`config.mk`:
```
export PLATFORM = sky130hd
export DESIGN_NAME = pea_core_gen2
export DESIGN_NICKNAME = d
export VERILOG_FILES = /design/src/rtl/pea_core_gen2.sv
export SDC_FILE = /design/constraint.sdc
export NUM_CORES = 2
export LEC_CHECK = 0
export ABC_AREA = 0
export BUFFER_PORTS_ARGS = -buffer_cell sky130_fd_sc_hd__buf_2
export CAP_MARGIN = 20
export CORE_MARGIN = 2
export CORE_UTILIZATION = 50
export CTS_CLUSTER_SIZE = 16
export DETAILED_ROUTE_END_ITERATION = 10
export PLACE_DENSITY = 0.64
export SKIP_CTS_REPAIR_TIMING = 1
export SYNTH_ARGS = -nofsm -noshare
export SYNTH_HDL_FRONTEND = slang
export SYNTH_SLANG_ARGS = --single-unit
```
`constraint.sdc`:
```
create_clock -name clk -period 8.8 [get_ports clk]
set_input_delay 1.32 -clock clk [delete_from_list [all_inputs] [get_ports clk]]
set_output_delay 1.32 -clock clk [all_outputs]
set_load 0.05 [all_outputs]
```
`src/rtl/pea_core_gen2.sv`:
```
// Polynomial evaluation actor: stores coefficient vectors from the data FIFO and
// evaluates them with Horner's rule, one token per firing, with a status token each firing.
module pea_core_gen2 #(
    parameter int WORD_SIZE   = 16,
    parameter int BUFFER_SIZE = 1024,
    parameter int NUM_VEC     = 8,
    parameter int MAX_DEG     = 10
) (
    input  logic                           clk,
    input  logic                           rst,
    input  logic [WORD_SIZE-1:0]           command_in,
    input  logic [$clog2(BUFFER_SIZE)-1:0] command_pop,
    input  logic [WORD_SIZE-1:0]           data_in,
    input  logic [$clog2(BUFFER_SIZE)-1:0] data_pop,
    input  logic [$clog2(BUFFER_SIZE)-1:0] result_free_space,
    input  logic [$clog2(BUFFER_SIZE)-1:0] status_free_space,
    input  logic                           invoke,
    output logic                           enable,
    output logic                           command_rd_en,
    output logic                           data_rd_en,
    output logic                           result_wr_en,
    output logic                           status_wr_en,
    output logic [2*WORD_SIZE-1:0]         result_out,
    output logic [2*WORD_SIZE-1:0]         status_out,
    output logic                           FC
);

    localparam int PW = $clog2(BUFFER_SIZE);
    localparam int RW = 2 * WORD_SIZE;
    localparam int VW = (NUM_VEC > 1) ? $clog2(NUM_VEC) : 1;
    localparam int DW = $clog2(MAX_DEG + 1);

    localparam logic [7:0] OP_STP = 8'h01;
    localparam logic [7:0] OP_EVP = 8'h02;
    localparam logic [7:0] OP_EVB = 8'h03;
    localparam logic [7:0] OP_RST = 8'h04;

    localparam logic [7:0] ST_OK       = 8'd0;
    localparam logic [7:0] ST_BAD_OP   = 8'd1;
    localparam logic [7:0] ST_BAD_VEC  = 8'd2;
    localparam logic [7:0] ST_BAD_DEG  = 8'd3;
    localparam logic [7:0] ST_NO_VEC   = 8'd4;
    localparam logic [7:0] ST_ZERO_CNT = 8'd5;

    typedef enum logic [2:0] {
        IDLE,
        DECODE,
        STP_LOAD,
        EV_FETCH,
        EV_HORNER,
        EV_WRITE,
        STATUS,
        DONE
    } state_t;

    state_t state, state_next;

    logic [NUM_VEC-1:0]          n_valid;
    logic [4:0]                  n_deg [NUM_VEC];
    logic signed [WORD_SIZE-1:0] coef [NUM_VEC][MAX_DEG+1];

    logic [2:0]                  cmd_a;
    logic [4:0]                  cmd_b;
    logic [4:0]                  deg;
    logic [4:0]                  load_cnt;
    logic [4:0]                  h_cnt;
    logic [4:0]                  ev_left;
    logic [7:0]                  code;
    logic signed [WORD_SIZE-1:0] x_reg;
    logic signed [RW-1:0]        acc;

    logic [7:0]                  head_op;
    logic [2:0]                  head_a;
    logic [4:0]                  head_b;
    logic [PW-1:0]               head_b_w;
    logic [7:0]                  head_code;
    logic                        op_ready;

    logic [4:0]                  coef_idx;
    logic signed [WORD_SIZE-1:0] coef_rd;
    logic signed [RW-1:0]        coef_ext;
    logic signed [RW-1:0]        x_ext;

    assign head_op  = command_in[15:8];
    assign head_a   = command_in[7:5];
    assign head_b   = command_in[4:0];
    assign head_b_w = PW'(head_b);

    // The head command is judged before it is popped, so enable can see its error code.
    always_comb begin
        head_code = ST_OK;
        if (!(head_op inside {OP_STP, OP_EVP, OP_EVB, OP_RST})) begin
            head_code = ST_BAD_OP;
        end else if (int'(head_a) >= NUM_VEC) begin
            head_code = ST_BAD_VEC;
        end else if (head_op == OP_STP && int'(head_b) > MAX_DEG) begin
            head_code = ST_BAD_DEG;
        end else if ((head_op == OP_EVP || head_op == OP_EVB) && !n_valid[head_a[VW-1:0]]) begin
            head_code = ST_NO_VEC;
        end else if (head_op == OP_EVB && head_b == 5'd0) begin
            head_code = ST_ZERO_CNT;
        end
    end

    always_comb begin
        op_ready = 1'b1;
        if (head_code == ST_OK) begin
            case (head_op)
                OP_STP:  op_ready = data_pop >= head_b_w + PW'(1);
                OP_EVP:  op_ready = (data_pop != '0) && (result_free_space != '0);
                OP_EVB:  op_ready = (data_pop >= head_b_w) && (result_free_space >= head_b_w);
                default: op_ready = 1'b1;
            endcase
        end
    end

    assign enable = (command_pop != '0) && (status_free_space != '0) && op_ready;

    always_ff @(posedge clk) begin
        if (rst) begin
            state <= IDLE;
        end else begin
            state <= state_next;
        end
    end

    always_comb begin
        state_next = state;
        case (state)
            IDLE: begin
                if (invoke && enable) begin
                    state_next = DECODE;
                end
            end
            DECODE: begin
                if (head_code != ST_OK) begin
                    state_next = STATUS;
                end else begin
                    case (head_op)
                        OP_STP:         state_next = STP_LOAD;
                        OP_EVP, OP_EVB: state_next = EV_FETCH;
                        default:        state_next = STATUS;
                    endcase
                end
            end
            STP_LOAD: begin
                if (load_cnt == cmd_b) begin
                    state_next = STATUS;
                end
            end
            EV_FETCH:  state_next = EV_HORNER;
            EV_HORNER: begin
                if (h_cnt == deg) begin
                    state_next = EV_WRITE;
                end
            end
            EV_WRITE: begin
                state_next = (ev_left == 5'd1) ? STATUS : EV_FETCH;
            end
            STATUS:  state_next = DONE;
            DONE:    state_next = IDLE;
            default: state_next = IDLE;
        endcase
    end

    // Horner walks the coefficients from S[deg] down to S[0] as h_cnt counts up.
    assign coef_idx = deg - h_cnt;
    assign coef_rd  = coef[cmd_a[VW-1:0]][DW'(coef_idx)];
    assign coef_ext = RW'(coef_rd);
    assign x_ext    = RW'(x_reg);

    always_ff @(posedge clk) begin
        if (rst) begin
            n_valid  <= '0;
            cmd_a    <= '0;
            cmd_b    <= '0;
            deg      <= '0;
            load_cnt <= '0;
            h_cnt    <= '0;
            ev_left  <= '0;
            code     <= '0;
            x_reg    <= '0;
            acc      <= '0;
        end else begin
            case (state)
                DECODE: begin
                    cmd_a    <= head_a;
                    cmd_b    <= head_b;
                    code     <= head_code;
                    deg      <= n_deg[head_a[VW-1:0]];
                    load_cnt <= '0;
                    ev_left  <= (head_op == OP_EVB) ? head_b : 5'd1;
                    if (head_code == ST_OK && head_op == OP_RST) begin
                        n_valid[head_a[VW-1:0]] <= 1'b0;
                    end
                end
                STP_LOAD: begin
                    load_cnt <= load_cnt + 5'd1;
                    if (load_cnt == cmd_b) begin
                        n_valid[cmd_a[VW-1:0]] <= 1'b1;
                        n_deg[cmd_a[VW-1:0]]   <= cmd_b;
                    end
                end
                EV_FETCH: begin
                    x_reg <= data_in;
                    h_cnt <= '0;
                end
                EV_HORNER: begin
                    h_cnt <= h_cnt + 5'd1;
                    if (h_cnt == 5'd0) begin
                        acc <= coef_ext;
                    end else begin
                        acc <= acc * x_ext + coef_ext;
                    end
                end
                EV_WRITE: ev_left <= ev_left - 5'd1;
                default: ;
            endcase
        end
    end

    // Coefficient storage has no reset; its contents only matter once N[a] is valid.
    always_ff @(posedge clk) begin
        if (!rst && state == STP_LOAD) begin
            coef[cmd_a[VW-1:0]][DW'(load_cnt)] <= data_in;
        end
    end

    always_comb begin
        command_rd_en = 1'b0;
        data_rd_en    = 1'b0;
        result_wr_en  = 1'b0;
        status_wr_en  = 1'b0;
        FC            = 1'b0;
        result_out    = '0;
        status_out    = '0;
        case (state)
            DECODE:             command_rd_en = 1'b1;
            STP_LOAD, EV_FETCH: data_rd_en    = 1'b1;
            EV_WRITE: begin
                result_wr_en = 1'b1;
                result_out   = acc;
            end
            STATUS: begin
                status_wr_en = 1'b1;
                status_out   = {{(RW-8){1'b0}}, code};
            end
            DONE:    FC = 1'b1;
            default: ;
        endcase
    end

endmodule

```
======== Yosys cells after proc, flatten, opt, wreduce, memory -nomap -nowiden ========
Memory sizes are Yosys's and may differ from the RTL's. A register that Yosys moved wholly into a read port is not among the register bits.
Cells that the tools add are included.
Widths: inputs -> output; s select.
word-level totals
  register bits ........................... 90
  RAM bits ................................ 1448
  bits of input ports ..................... 75
  word-level logic and storage cells ...... 133
  memories kept ........................... 2
cells by class
  add/sub/neg operators ................... 6
  $mul .................................... 1
  order comparisons ....................... 11
  eq/ne operators ......................... 18
  muxes and demuxes ....................... 47
  bitwise logic cells ..................... 5
  reduce and logical (&&, ||, !) cells .... 33
memories
  name   depth  bits a word  read ports  clocked after memory_dff  wr ports  line  source
  coef   8      176          1           1                         1         60    logic signed [WORD_SIZE-1:0] coef [NUM_VEC][MAX_DEG+1];
  n_deg  8      5            1           1                         1         59    logic [4:0] n_deg [NUM_VEC];
operator list
  kind                 number
  $mux 176             1
  $bmux 16 s4          1
  $demux 16 s4         1
  $mux 32              2
  $mux 16              3
  $reduce_bool 10->1   4
  $mux 3               11
  $add 32x16->32       1
  $mul 32x16->32       1
  $pmux 5 s2           3
  $mux 8               3
  $pmux 3 s8           1
  $ge 10x5->1          2
  $eq 8x2->1 const B   2
  $pmux 8 s2           1
  $mux 1               14
  $logic_and 1x1->1    13
  $eq 3x3->1 const B   4
  $add 5x1->5 const B  2
  $eq 5x5->1           2
  $ge 10x6->1          1
  $ge 5x5->1 const B   2
  $logic_not 5->1      2
  $not 4->5            2
  other kinds (30)     42

======== Logic depth before layout (Yosys ltp) ========
  depth after elaboration ................. 13
  mapped depth ............................ 32
  mapped depth without buffers ............ 28

======== Worst setup path before layout ========
No wires, ideal clock.
  path type ............................... register to register
  start ................................... register h_cnt[0]
  end ..................................... register acc[28]
  arrival ................................. 7.308 ns
  data required time ...................... 8.722 ns
  setup slack ............................. 1.414 ns
  stages on the path, launching flop included .. 28
  path buffers ............................ 2
  clock period less this slack ............ 7.386 ns
  path through ............................ dfxtp_1 > ha_1 > inv_1 > fa_1 > xor2_1 > clkbuf_1 > buf_2 > mux2_2 > a21oi_1 > o22ai_1 > ha_1 > fa_1 > fa_1 > fa_1 > inv_1 > fa_1 > inv_1 > ha_1 > a21o_1 > a21o_1 > a21oi_1 > o21ai_0 > a31o_2 > or2_2 > a221oi_1 > xnor2_1 > a21oi_1 > nor3_1
on the way
  word-level cells in the longest chain between the ends .. 7
ends and longest elaborated chain
  what                                         line  source
  from (decl)                                  66    logic [4:0] h_cnt;
  from (signal assigned)                       209   h_cnt <= h_cnt + 5'd1;
  $sub 4x4->4                                  167   assign coef_idx = deg - h_cnt;
  $not 4->5 (not written as such)              168   assign coef_rd = coef[cmd_a[VW-1:0]][DW'(coef_idx)];
  $bmux 16 s4                                  168
  $mux 16 (not written as such) (2 in series)  168
  $add 32x16->32                               213   acc <= acc * x_ext + coef_ext;
  $mux 32 *                                    210   if (h_cnt == 5'd0) begin
  to (signal assigned)                         211   acc <= coef_ext;
  to (signal assigned)                         213
  to (decl)                                    70    logic signed [RW-1:0] acc;
Every way passes the cells marked *; elsewhere a longest branch is shown, timed or not. The select of a mux whose other input is x is not followed.
A chain may end at the register's enable or synchronous reset.

==> results.md <==
- Outcome: complete, no violations
- Critical path's slowest cell: dfxtp_4
- Worst Hold Launch: code[2]
- CP startpoint kind: flop
- Gp weighted congestion: 0.878
- Port buffer count: 115
- TNS Setup: 0 ps
- Synth Area in Simple Gates: 5.71%
- Clk buf depth: 3
- Remaining global-route overflow: 0
- Routed vias/inst: 5.89
- VDD IR max: 0.162 mV
- Tcrit/Tclk final: 94.7%
- Mux cell area share after synthesis: 14.1%
- Cells after synthesis: 4,448
- Die area: 150,000 um2
- Vias: 39,600
- Post-synthesis xor/xnor area fraction: 0.785%
- Synthesis-stage register bit count: 1,541
- Dpl ws: 322 ps
- Critical Path End Type: flop
- CP most frequent cell: fa_1
- P&R area growth vs syn: 11.8%
- Critical path type: reg2reg
- Final Hold Vio Count: 0
- Initial antenna violation count: 4
- Global-route wire length before repair: 271 mm
- Compound-Gate Fraction of Synth Area: 2.52%
- # rows: 140
- Clock Latency Late Sink: 790 ps
- Count of warnings emitted by yosys: 0
- Lkg Pwr: 28.5 nW
- Post-synth EDFFs: 1,448
- Top_reg_cell synth: edfxtp_1
- Fmax: 0.120 GHz
- Clock buffer count from CTS: 159
- Power per cell area: 272 nW/um2
- Vias in the first global route: 40,500
- Required time of the critical path: 9410 ps
- Largest net degree at the start of global routing: 90
- Clock-pin slew on the worst setup and hold paths: 60 ps
- Initial DRC Count: 4,206
- CTS tree: yes
- Post-Synth Adder-Cell Area: 11.3%
- Final core occ: 56.4%
- Mean routed wirelength per cell: 27.0 um
- Setup Skew: 34.8 ps
- Post-Route WL: 181 mm
- Unrepaired setup endpoints after global routing: no
- Max reg flops: 1,408
- Critical Path AT: 8950 ps
- Final Max Tran Viols: 0
- Sequential fraction of the synthesis area: 61.6%
- Root Driver: clkbuf_16
- Synth Area per Inst: 16.6 um2
- Io pins: 145
- Slew margin rel.: 26.3%
- Count of cell types in the netlist: 70
- Pre-antenna DRT Iters: 6
- Min-delay worst type: reg2reg
- DRC errors left: 0
- Final setup viols: 0
- DP Wirelength: 113 mm
- Antenna viol nets, final: 0
- Die Width: 388 um
- Cell area after synthesis: 73,600 um2
- Final min period: 8340 ps
- Async set-reset flop share out of synthesis: 0%
- Gr usage total: 24.6%
- Worst Path Max Fanout: 18
- Worst path top cell family by delay: adder cells
- Slew @ Worst Pin: 1110 ps
- H-tree levels: 4
- Final WS setup: 462 ps
- Initial Utilization: 50.5%
- Layout cell share with drive strength beyond 1: 21.2%
- Total Power: 22.4 mW
- Nets: 5,216
- Core area: 146,000 um2
- Crit-path max cell delay: 590 ps
- Die height: 388 um
- CTS sink cnt: 1,541
- Worst Path Buf+Inv: 5
- Max-cap viol count: 0
- Largest family of logic cells by synthesized area: multiplexers
where the power goes:
part	switching, mW	internal [mW]	total (mW)
Combinational	4.45	2.80	7.25
Clock	2.83	3.78	6.61
Sequential	0.395	8.15	8.54
cell type report:
class,instances,area [um2]
antenna,1,2.50
tap,1917,2400
fill,11300,63600
timing repair buffer,307,2260
clock inverter,99,1010
multi-input combinational,2251,25600
inverter,419,1570
clock buffer,190,4150
sequential,1541,45400
cell usage after synthesis (8+ instances only):
| master | instances | area, um2 |
|---|---|---|
| fa_1 | 335 | 6710 |
| buf_1 | 8 | 30.0 |
| a21o_1 | 19 | 143 |
| nand2b_1 | 23 | 144 |
| and2_1 | 161 | 1010 |
| dfxtp_1 | 93 | 1860 |
| nor2_1 | 221 | 830 |
| xor2_1 | 14 | 123 |
| a21oi_1 | 139 | 696 |
| mux4_2 | 432 | 9730 |
| ha_1 | 127 | 1590 |
| mux2i_1 | 32 | 320 |
| or3_1 | 10 | 62.6 |
| xnor2_1 | 52 | 455 |
| edfxtp_1 | 1448 | 43500 |
| a31oi_1 | 10 | 62.6 |
| buf_4 | 53 | 398 |
| o21ai_0 | 51 | 255 |
| a211oi_1 | 18 | 135 |
| nand3_1 | 30 | 150 |
| buf_2 | 40 | 200 |
| buf_6 | 8 | 90.1 |
| and3_1 | 36 | 225 |
| mux4_1 | 11 | 289 |
| nor2b_1 | 8 | 50.1 |
| nand2_1 | 341 | 1280 |
| nor3_1 | 32 | 160 |
| o22ai_1 | 10 | 62.6 |
| clkbuf_1 | 152 | 571 |
| a22oi_1 | 9 | 67.6 |
| inv_1 | 417 | 1570 |
path summary, 6_finish.rpt:
kind	endpoint	slack, ps	depth (start not counted)
worst max-delay path	acc[31]	460	26
worst min register to register	code[2]	450	2
worst min-delay path	code[2]	450	2
worst max register to register	acc[31]	460	26
layer usage:
metal	GRT usage, %	share of wire (%)
met5	0	0
met4	5.63	2.1
met3	3.83	7.1
met2	39.4	48
met1	35.8	42
cell families (layout without fill, tap and decap cells):
kind of cell | Yosys count | in the layout
flip-flops | 1541 | 1541
AND/OR/NAND/NOR | 902 | 902
buffers and inverters | 684 | 1015
multiplexers | 482 | 482
adder cells (fa/ha/maj) | 462 | 462
AO/OA/AOI/OAI | 310 | 310
XOR/XNOR | 66 | 66
other | 1 | 30
worst register-to-register path, cell delays in order (launching register included):
cell and delay (ps):
dfxtp_4 590, buf_6 340, buf_4 400, mux4_2 580, mux4_2 540, mux2i_1 340, nor2_1 70, a21oi_1 240
o22ai_1 230, ha_1 380, fa_1 540, fa_1 450, fa_1 550, inv_1 50, fa_1 470, inv_1 40
ha_1 360, a211oi_1 250, o21bai_1 160, o211ai_1 190, inv_1 70, a2111oi_0 480, o41ai_1 210, xnor2_1 170
or3_1 310, nand3_1 90, a21oi_1 70
through the flow:
| stage | area, um2 | hold slack, ps | std cells |
|---|---|---|---|
| 2_1_floorplan | 73700 | 432 | 4476 |
| 3_3_place_gp | 77000 | 441 | 6428 |
| 3_5_place_dp | 77100 | 443 | 6431 |
| 4_1_cts | 82200 | 451 | 6720 |
| 5_1_grt | 82300 | 476 | 6724 |
| 6_report | 82300 | 449 | 6725 |
cells in the final DEF, fill, tap and decap left out, types with 19 or more instances in the layout:
cell type  instances
ha_1             126
clkinv_2          24
mux4_2           432
dfxtp_1           89
a21o_1            19
fa_1             335
o21ai_0           51
edfxtp_1        1448
nand2_1          341
nor3_1            30
clkinv_1          36
clkbuf_16        161
xnor2_1           52
and2_1           161
nand3_1           30
conb_1            29
buf_4            178
a21oi_1          139
nor2_2            27
inv_1            417
clkbuf_1          28
nand2b_1          23
nor2_1           194
mux2i_1           32
and3_1            36
buf_2            109
No activity file was read; power rests on OpenSTA's default activity.
